==> config.mk <==
export PLATFORM = sky130hd
export DESIGN_NAME = axi_rd_arbiter
export DESIGN_NICKNAME = d
export VERILOG_FILES = /design/src/rtl/axi_rd_arbiter.sv
export SDC_FILE = /design/constraint.sdc
export NUM_CORES = 1
export LEC_CHECK = 0
export CAP_MARGIN = 20
export CELL_PAD_IN_SITES_DETAIL_PLACEMENT = 0
export CELL_PAD_IN_SITES_GLOBAL_PLACEMENT = 1
export CORE_MARGIN = 10
export CORE_UTILIZATION = 25
export DETAILED_ROUTE_END_ITERATION = 8
export PLACE_DENSITY_LB_ADDON = 0.2
export SLEW_MARGIN = 10
export SYNTH_ARGS = -nofsm -noshare
export SYNTH_HDL_FRONTEND = slang
export SYNTH_SLANG_ARGS = --single-unit
==> constraint.sdc <==
create_clock -name clk -period 9.23 [get_ports clk]
set_clock_uncertainty 0.2 [all_clocks]
set_input_delay 1.846 -clock clk [delete_from_list [all_inputs] [get_ports clk]]
set_output_delay 1.846 -clock clk [all_outputs]
set_load 0.05 [all_outputs]
==> src/rtl/axi_rd_arbiter.sv <==
// Round-robin AXI4 read arbiter: merges NPORT requesters onto one AR/R master port,
// one burst outstanding at a time, with ID tagging and burst-length checking.
module axi_rd_arbiter #(
   parameter int                NPORT      = 2,
   parameter int                ADDR_W     = 64,
   parameter int                DATA_W     = 64,
   parameter int                ID_W       = 4,
   parameter logic [NPORT-1:0]  INSTR_MASK = NPORT'('b01)
) (
   input  logic                    clk,
   input  logic                    rst,
   input  logic [NPORT-1:0]        req_valid,
   output logic [NPORT-1:0]        req_ready,
   input  logic [NPORT*ADDR_W-1:0] req_addr,
   input  logic [NPORT*8-1:0]      req_len,
   input  logic [NPORT*3-1:0]      req_size,
   output logic [NPORT-1:0]        rsp_valid,
   input  logic [NPORT-1:0]        rsp_ready,
   output logic [DATA_W-1:0]       rsp_data,
   output logic [1:0]              rsp_resp,
   output logic                    rsp_last,
   output logic [ID_W-1:0]         ARID,
   output logic [ADDR_W-1:0]       ARADDR,
   output logic [7:0]              ARLEN,
   output logic [2:0]              ARSIZE,
   output logic [1:0]              ARBURST,
   output logic [2:0]              ARPORT,
   output logic                    ARVALID,
   output logic                    ARLOCK,
   output logic [3:0]              ARCACHE,
   output logic [3:0]              ARQOS,
   output logic [3:0]              ARREGION,
   input  logic                    ARREADY,
   input  logic [ID_W-1:0]         RID,
   input  logic [DATA_W-1:0]       RDATA,
   input  logic [1:0]              RRESP,
   input  logic                    RLAST,
   input  logic                    RVALID,
   output logic                    RREADY,
   output logic [1:0]              o_dbg_state
);

   localparam int IDX_W = (NPORT > 1) ? $clog2(NPORT) : 1;

   typedef enum logic [1:0] {
      S_IDLE = 2'd0,
      S_ADDR = 2'd1,
      S_DATA = 2'd2
   } state_t;

   state_t              r_state;
   state_t              w_state_nxt;
   logic [IDX_W-1:0]    r_rr_ptr;
   logic [IDX_W-1:0]    r_gnt;
   logic [IDX_W-1:0]    w_gnt;
   logic [IDX_W-1:0]    w_idx;
   logic [IDX_W-1:0]    w_ptr_nxt;
   logic                w_gnt_vld;
   logic [7:0]          r_beat_cnt;
   logic                w_beat_last;
   logic                w_r_hs;
   logic                w_burst_end;
   logic [ADDR_W-1:0]   w_sel_addr;
   logic [7:0]          w_sel_len;
   logic [2:0]          w_sel_size;
   logic                w_sel_instr;
   logic [ID_W-1:0]     r_arid;
   logic [ADDR_W-1:0]   r_araddr;
   logic [7:0]          r_arlen;
   logic [2:0]          r_arsize;
   logic [1:0]          r_arburst;
   logic [2:0]          r_arport;

   // First requester at or after r_rr_ptr, wrapping past NPORT-1 to 0.
   always_comb begin : arbiter
      w_gnt_vld = 1'b0;
      w_gnt     = '0;
      w_idx     = '0;
      for (int k = 0; k < NPORT; k++) begin
         w_idx = IDX_W'((int'(r_rr_ptr) + k) % NPORT);
         if (!w_gnt_vld && req_valid[w_idx]) begin
            w_gnt_vld = 1'b1;
            w_gnt     = w_idx;
         end
      end
   end

   always_comb begin : req_mux
      w_sel_addr  = '0;
      w_sel_len   = '0;
      w_sel_size  = '0;
      w_sel_instr = 1'b0;
      for (int i = 0; i < NPORT; i++) begin
         if (w_gnt == IDX_W'(i)) begin
            w_sel_addr  = req_addr[i*ADDR_W +: ADDR_W];
            w_sel_len   = req_len[i*8 +: 8];
            w_sel_size  = req_size[i*3 +: 3];
            w_sel_instr = INSTR_MASK[i];
         end
      end
   end

   // A burst ends on whichever comes first: slave RLAST or the ARLEN-th beat.
   assign w_beat_last = (r_beat_cnt == r_arlen);
   assign w_r_hs      = RVALID && RREADY;
   assign w_burst_end = w_r_hs && (RLAST || w_beat_last);
   assign w_ptr_nxt   = (r_gnt == IDX_W'(NPORT - 1)) ? '0 : r_gnt + IDX_W'(1);

   always_ff @(posedge clk or posedge rst) begin : state_reg
      if (rst) begin
         r_state <= S_IDLE;
      end else begin
         r_state <= w_state_nxt;
      end
   end

   always_comb begin : next_state
      w_state_nxt = r_state;
      case (r_state)
         S_IDLE:  if (w_gnt_vld)   w_state_nxt = S_ADDR;
         S_ADDR:  if (ARREADY)     w_state_nxt = S_DATA;
         S_DATA:  if (w_burst_end) w_state_nxt = S_IDLE;
         default: w_state_nxt = S_IDLE;
      endcase
   end

   always_ff @(posedge clk or posedge rst) begin : datapath
      if (rst) begin
         r_rr_ptr   <= '0;
         r_gnt      <= '0;
         r_beat_cnt <= '0;
         r_arid     <= '0;
         r_araddr   <= '0;
         r_arlen    <= '0;
         r_arsize   <= '0;
         r_arburst  <= '0;
         r_arport   <= '0;
      end else begin
         if (r_state == S_IDLE && w_gnt_vld) begin
            r_gnt      <= w_gnt;
            r_beat_cnt <= '0;
            r_arid     <= ID_W'(w_gnt);
            r_araddr   <= w_sel_addr;
            r_arlen    <= w_sel_len;
            r_arsize   <= w_sel_size;
            r_arburst  <= 2'b01;
            r_arport   <= {w_sel_instr, 2'b00};
         end
         if (r_state == S_DATA && w_r_hs) begin
            r_beat_cnt <= r_beat_cnt + 8'd1;
         end
         if (r_state == S_DATA && w_burst_end) begin
            r_rr_ptr <= w_ptr_nxt;
         end
      end
   end

   // Handshakes: a transfer happens on a rising edge where valid and ready are both 1;
   // a valid source holds its payload stable until that edge.
   always_comb begin : outputs
      req_ready = '0;
      rsp_valid = '0;
      rsp_data  = '0;
      rsp_resp  = '0;
      rsp_last  = 1'b0;
      RREADY    = 1'b0;
      ARVALID   = 1'b0;
      case (r_state)
         S_IDLE: begin
            if (w_gnt_vld) req_ready[w_gnt] = 1'b1;
         end
         S_ADDR: begin
            ARVALID = 1'b1;
         end
         S_DATA: begin
            RREADY           = rsp_ready[r_gnt];
            rsp_valid[r_gnt] = RVALID;
            rsp_data         = RDATA;
            rsp_last         = w_beat_last;
            rsp_resp         = ((RID != ID_W'(r_gnt)) || (RLAST != w_beat_last)) ? 2'b10 : RRESP;
         end
         default: ;
      endcase
   end

   assign ARID        = r_arid;
   assign ARADDR      = r_araddr;
   assign ARLEN       = r_arlen;
   assign ARSIZE      = r_arsize;
   assign ARBURST     = r_arburst;
   assign ARPORT      = r_arport;
   assign ARLOCK      = 1'b0;
   assign ARCACHE     = 4'd0;
   assign ARQOS       = 4'd0;
   assign ARREGION    = 4'd0;
   assign o_dbg_state = r_state;

endmodule

---- Yosys cells after proc, flatten, opt, wreduce, memory -nomap -nowiden ----
Cells that the tools add are included.
storage, ports and cells
  bits of input ports ..................... 229
  output and inout bits ................... 172
  bits in registers ....................... 89
  memory bits (read-only) ................. 0
  word-level logic and storage cells ...... 75
  memories ................................ 0
  latch bits .............................. 0
  RAM bits ................................ 0
operators by class
  equality and inequality tests ........... 8
  bitwise logic cells ..................... 1
  reduce and logical (&&, ||, !) cells .... 14
  divide/modulo/power cells ............... 0
  shift operators ......................... 0
  magnitude comparators ................... 6
  muxes and demuxes ....................... 34
  multipliers ............................. 0
  $add $sub $neg .......................... 3
operators by type and width
  operator               count
  $mux W64               2
  $mux W8                3
  $mux W1                17
  $mux W2                8
  $add A8 B1 Y8 const B  1
  $eq A8 B8 Y1           1
  $logic_and A1 B1 Y1    8
  $lt A1 B2 Y1 const B   4
  $ne A2 B2 Y1 const B   3
  $pmux W2 S3            1
  $ne A4 B1 Y1           1
  $mux W3                1
  $reduce_and A3 Y1      1
  $add A1 B1 Y1 const B  2
  $and A2 B2 Y2          1
  $demux W1 S1           2
  $eq A2 B1 Y1 const B   1
  $eq A2 B2 Y1 const B   1
  $ge A1 B1 Y1 const B   2
  $logic_not A2 Y1       1
  $logic_or A1 B1 Y1     2
  $reduce_bool A2 Y1     1
  $logic_not A1 Y1       1
  $ne A1 B1 Y1           1

---- Logic depth before layout (Yosys ltp) ----
  word-level depth ........................ 12
  depth in mapped cells ................... 7
  gate-level depth less buffers ........... 6

---- Least setup slack after synthesis ----
OpenSTA, ideal clock, no wires.
  path kind ............................... input-to-output
  start point ............................. input RLAST
  end point ............................... output rsp_resp[1]
  stages .................................. 4
  slack ................................... 4126 ps
  required time ........................... 7184 ps
  arrival ................................. 3058 ps
  buffers on the path ..................... 0
  path through ............................ inv_1 -> ha_1 -> nor4_1 -> a31oi_1
on the way
  word-level cells in the longest chain between the ends .. 4
ends and longest elaborated chain
  what                RTL line  text
  start, declared     37        input logic RLAST,
  $ne A1 B1 Y1        180       rsp_resp = ((RID != ID_W'(r_gnt)) || (RLAST != w_beat_last)) ? 2'b10 : RRESP;
  $logic_or A1 B1 Y1  180
  $mux W2             180
  $mux W2             168       case (r_state)
  end, declared       20        output logic [1:0] rsp_resp,
No other way between the ends.

---- Worst setup path after layout ----
  start point ............................. input RLAST
  end point ............................... output rsp_resp[0]
The elaborated chain is that of the path after synthesis.

==> metrics.txt <==
status=finished, final reports clean; sw frac=50.4%; Critical Path AT=4.32 ns; setup_tns=0 ns; clock share of power=13.7%; Yosys reg bits=89; share of layout cells above drive strength 1=3.73%; Pint=0.00159 W; CP max FO=2; Final nets=1031; core outline area=0.0189 mm²; Synth Cell Area=0.00486 mm²; Clk Latency, worst-skew pair=0.35 ns; multi-input logic area=0.00233 mm²; Slew @ Worst Pin=0.929 ns; met3 Use GR=6.71%; largest net degree at the start of global routing=80; htree depth=3; routed via count=5094; Hold Fails Final Rpt=0; count of flip-flops with a built-in enable after synthesis=0; Syn Inst Count=447; Async SR Flop Fraction=100%; RSZ-0062 raised after global routing=no; total chip power=0.00320 W; Ys Warns=0; Synth Area per Inst=10.9 µm²; reg2reg path depth=5; top cell type's share of synthesized area=45.8%; # hold bufs at CTS=0; DIE HEIGHT=159 µm; DRC viols=0; Synth area leaders=dfrtp_1 (46%), a221o_1 (16%), a21boi_0 (12%); HP Class=reg2reg; clock sink count=89; power per cell area=350 mW/mm²; number of CTS-inserted buffers=9; PostCTS Resize Cnt=0; met1 Use GR=17.9%; final HPWL from detailed placement=19800 µm; GPL Wtd Cong=0.882; die width=159 µm; fmax=157 MHz; clk buf depth=2; CP endpoint kind=output pin; setup bufs post-CTS=0; CTS tree=done; cell taking the most area after synthesis=dfrtp_1; leakage=3.70 nW; Detail Route Antenna Nets=0; Storage cell area=0.00223 mm²; 1st-iter DRT viols=287; crit path kind=in2out; Worst EP required=7.18 ns; min Tclk post-route=6.36 ns; GRT Util Overall=18.7%; clock-pin transition on the worst setup and hold timing paths=0.06 ns; top post-synthesis cells by count=dfrtp_1 (89), a221o_1 (77), a21boi_0 (75); # rows=50; die area=0.0254 mm²; vias in the first global route=5461; met2 Track Usage GR=35.2%; NetSw=0.00162 W; Reg2Reg Setup Slack=6.39 ns; initial antenna violation count=1; via/cell ratio=4.78; CTS root buf=clkbuf_16; final slew viol count=0; I/O Pins=401; Pre-Repair DR Iteration Count=4; Slew headroom=38.1%; port bufs=381; VDD IR-drop max=0.000166 V; hold depth=1; first-pass GRT wire length=36600 µm; most used routing layer=met2; setup violators final=0; Startpoint Class=input pin; sequential area share after synthesis=45.8%; Sequential Power Share=21.1%; FILL cells=1736; drt wl/cell=23.4 µm; Logic pwr share=65.3%; top-count cell post-synth=dfrtp_1; Area Growth Syn to Fin=88.0%; Initial Utilization=25.7%; total wire length=25000 µm; Synth cell types=37; Final period util=68.9%; Max Cap Viol=0; top_reg_cell synth=dfrtp_1; grt ovf=0
==> cells by family after synthesis <==
kind of cell	count (synthesis)	synth area share, %
buffers and inverters	69	7.82
DFF	89	45.8
AOI/OAI and AO/OA	166	29.5
muxes	7	1.49
adders and majority gates	2	0.515
and+or+nand+nor	104	13.2
other	1	0.0771
xor gates and xnor gates	9	1.62
==> placed cells by master, fill, tap and decap left out, types with 6 or more instances in the layout <==
master,synthesis,routed
a21boi_0,75,75
clkdlybuf4s50_1,0,381
o21ai_0,7,7
nor4_1,6,6
clkbuf_16,0,9
a221o_1,77,77
dfrtp_1,89,89
and2_1,66,66
xor2_1,8,8
conb_1,1,19
==> area by class of cell <==
| type | instances | area share (%) |
|---|---|---|
| multi-input combinational | 307 | 25.5 |
| inverter | 6 | 0.274 |
| clock inverter | 6 | 1.25 |
| tap | 260 | 3.56 |
| sequential | 89 | 24.4 |
| timing repair buffer | 387 | 42.4 |
| clock buffer | 10 | 2.61 |
| antenna | 1 | 0.0274 |
==> flip-flops by register name, summed over array words and instances (netlist names) <==
| signal | flops |
|---|---|
| ARID | 1 |
| r_beat_cnt | 8 |
| o_dbg_state | 2 |
| ARLEN | 8 |
| ARADDR | 64 |
| ARBURST | 1 |
| r_rr_ptr | 1 |
| ARSIZE | 3 |
| ARPORT | 1 |
==> per-stage QoR <==
step                cell area (µm²)  worst slack (ns)  util, %  hold slack [ns]  cells
finish                         9140              2.87     48.4            0.279   1066
global placement               8760              2.77     46.4            0.249   1048
floorplan                      4930              4.13        -            0.262    465
global route                   9140              2.78     48.4            0.309   1066
CTS                            9140              2.75     48.4            0.283   1065
detailed placement             8790              2.77     46.5            0.269   1049
==> power groups by stage <==
stage,Combinational (W),Clock [W],Sequential (W)
finish,0.00209,0.000438,0.000674
global route,0.00219,0.000466,0.000699
CTS,0.00211,0.000449,0.000676
detailed placement,0.00211,0,0.000677
global placement,0.00210,0,0.000670
floorplan,0.000804,0,0.00123
==> critical path, cell delays in order <==
cell and delay [ns]:
clkdlybuf4s50_1 0.46, inv_1 0.04, ha_1 0.30, nor4_1 0.53, and4_1 0.29, clkdlybuf4s50_1 0.85
==> worst paths after layout <==
| check | startpoint | to |
|---|---|---|
| max | RLAST | rsp_resp[0] |
| min | ARPORT[2] | ARPORT[2] |
| max reg2reg | o_dbg_state[0] | ARADDR[33] |
| min reg2reg | ARPORT[2] | ARPORT[2] |
| max in group asynchronous | rst | ARBURST[0] |
| min in group asynchronous | rst | ARADDR[21] |
==> layer usage <==
metal / up-vias / routed length [µm]
li1: 2347 / -
met1: 2466 / 8580
met2: 253 / 13700
met3: 28 / 1920
met4: 0 / 743
met5: - / 0
Note: power is estimated with default switching activity, not from simulation.
==> variant: new RTL, same settings <==
Set the parameter `ADDR_W` to 68 (it was 64).
--- a/src/rtl/axi_rd_arbiter.sv
+++ b/src/rtl/axi_rd_arbiter.sv
@@ -2,7 +2,7 @@
 // one burst outstanding at a time, with ID tagging and burst-length checking.
 module axi_rd_arbiter #(
    parameter int                NPORT      = 2,
-   parameter int                ADDR_W     = 64,
+   parameter int                ADDR_W     = 68,
    parameter int                DATA_W     = 64,
    parameter int                ID_W       = 4,
    parameter logic [NPORT-1:0]  INSTR_MASK = NPORT'('b01)
Interface: changed (resized ARADDR and req_addr); port bits go from 401 to 413. The function was not compared with the original's and may differ.
==> variant against the unedited design <==
Sequential cell count rose by 4; critical path depth did not move; synthesized area is 3.9% higher; cell area is 2.2% higher; first-iteration DRC count shrank 5.6%; wire length is 0.30% lower; clock power down 18%; power grew 0.82%; worst setup slack better by 320 ps; critical path type unchanged.
==> variant: results (changes against the unedited design) <==
----------------------------------------------------
[Status]
  Status ... complete, no violations

[GRT]
  All-layer global routing usage ... 0.179 (-0.00775)
  Number of global-route vias before repair ... 5742 (+5.1%)
  Initial antenna violation count ... 3 (+2)

[Final layout]
  Number of ordinary and repair buffers in the finished layout ... 399 (+3.1%)
  Fraction of area in clock buffers and inverters ... 0.0295 (-0.00913)
  Number of inserted diodes ... 3 (+2)
  Storage element area ... 2330 um2 (+4.5%)
  Fraction of layout instances using a drive strength above 1 ... 0.0374 (+0.000127)
  Post-route insts no fill ... 1097 (+2.9%)
  Signal buffers share of area ... 0.426 (+0.00168)

[Synth]
  Number of register bits inferred by synthesis ... 93 (+4.5%)
  Count of mapped cells out of synthesis ... 460 (+2.9%)

[Place]
  Placed insts ... 1078 (+2.8%)
  Detail Placement HPWL ... 19.4 mm (-2.2%)
  Number of port buffers ... 393 (+3.1%)

[Routing]
  Count of routing violations after the opening detailed-route iteration ... 271 (-5.6%)
  Average via count per standard cell ... 4.82 (+0.89%)

[STA]
  Worst-Margin Slew ... 978 ps (+49.1 ps)
  Hold slack final ... 273 ps (-6.02 ps)

[Setup path]
  Reg-to-reg critical path endpoint ... ARLEN[2]

[Power and ir drop]
  Clock network power ... 359 uW (-18%)
  Logic gate share of total power ... 0.668 (+0.015)
  IR Drop Worst-Case VDD ... 0.000176 V (+6.2%)
  P_leak ... 0.00375 uW (+1.4%)

[Hold path]
  Worst Hold Endpoint ... ARBURST[0]

----------------------------------------------------
## variant: how the worst max path moves through the flow
stage	from	end	slack, ps	depth (start not counted)
after floorplan	RLAST	rsp_resp[1]	4130	4
after global placement	RLAST	rsp_resp[0]	3200	6
after detailed placement	RLAST	rsp_resp[0]	3170	6
after CTS	RLAST	rsp_resp[0]	3160	6
after global routing	RLAST	rsp_resp[0]	3050	6
final	RLAST	rsp_resp[0]	3190	6
## variant: routing by layer
layer  track usage  vias to the layer above  wire length, um
li1              -                     2420                -
met1         0.186                     2558             9000
met2         0.330                      288            13300
met3        0.0672                       23             2230
met4        0.0484                        0              392
met5             0                        -                0
## variant: cell families after synthesis
kind of cell	after synthesis	synth area share
other cells	1	0.000742
xor+xnor	9	0.0156
mux	7	0.0151
fa+ha+maj	2	0.00495
flops	93	0.461
compound gates	173	0.297
simple gates	105	0.127
buf+inv	70	0.0797
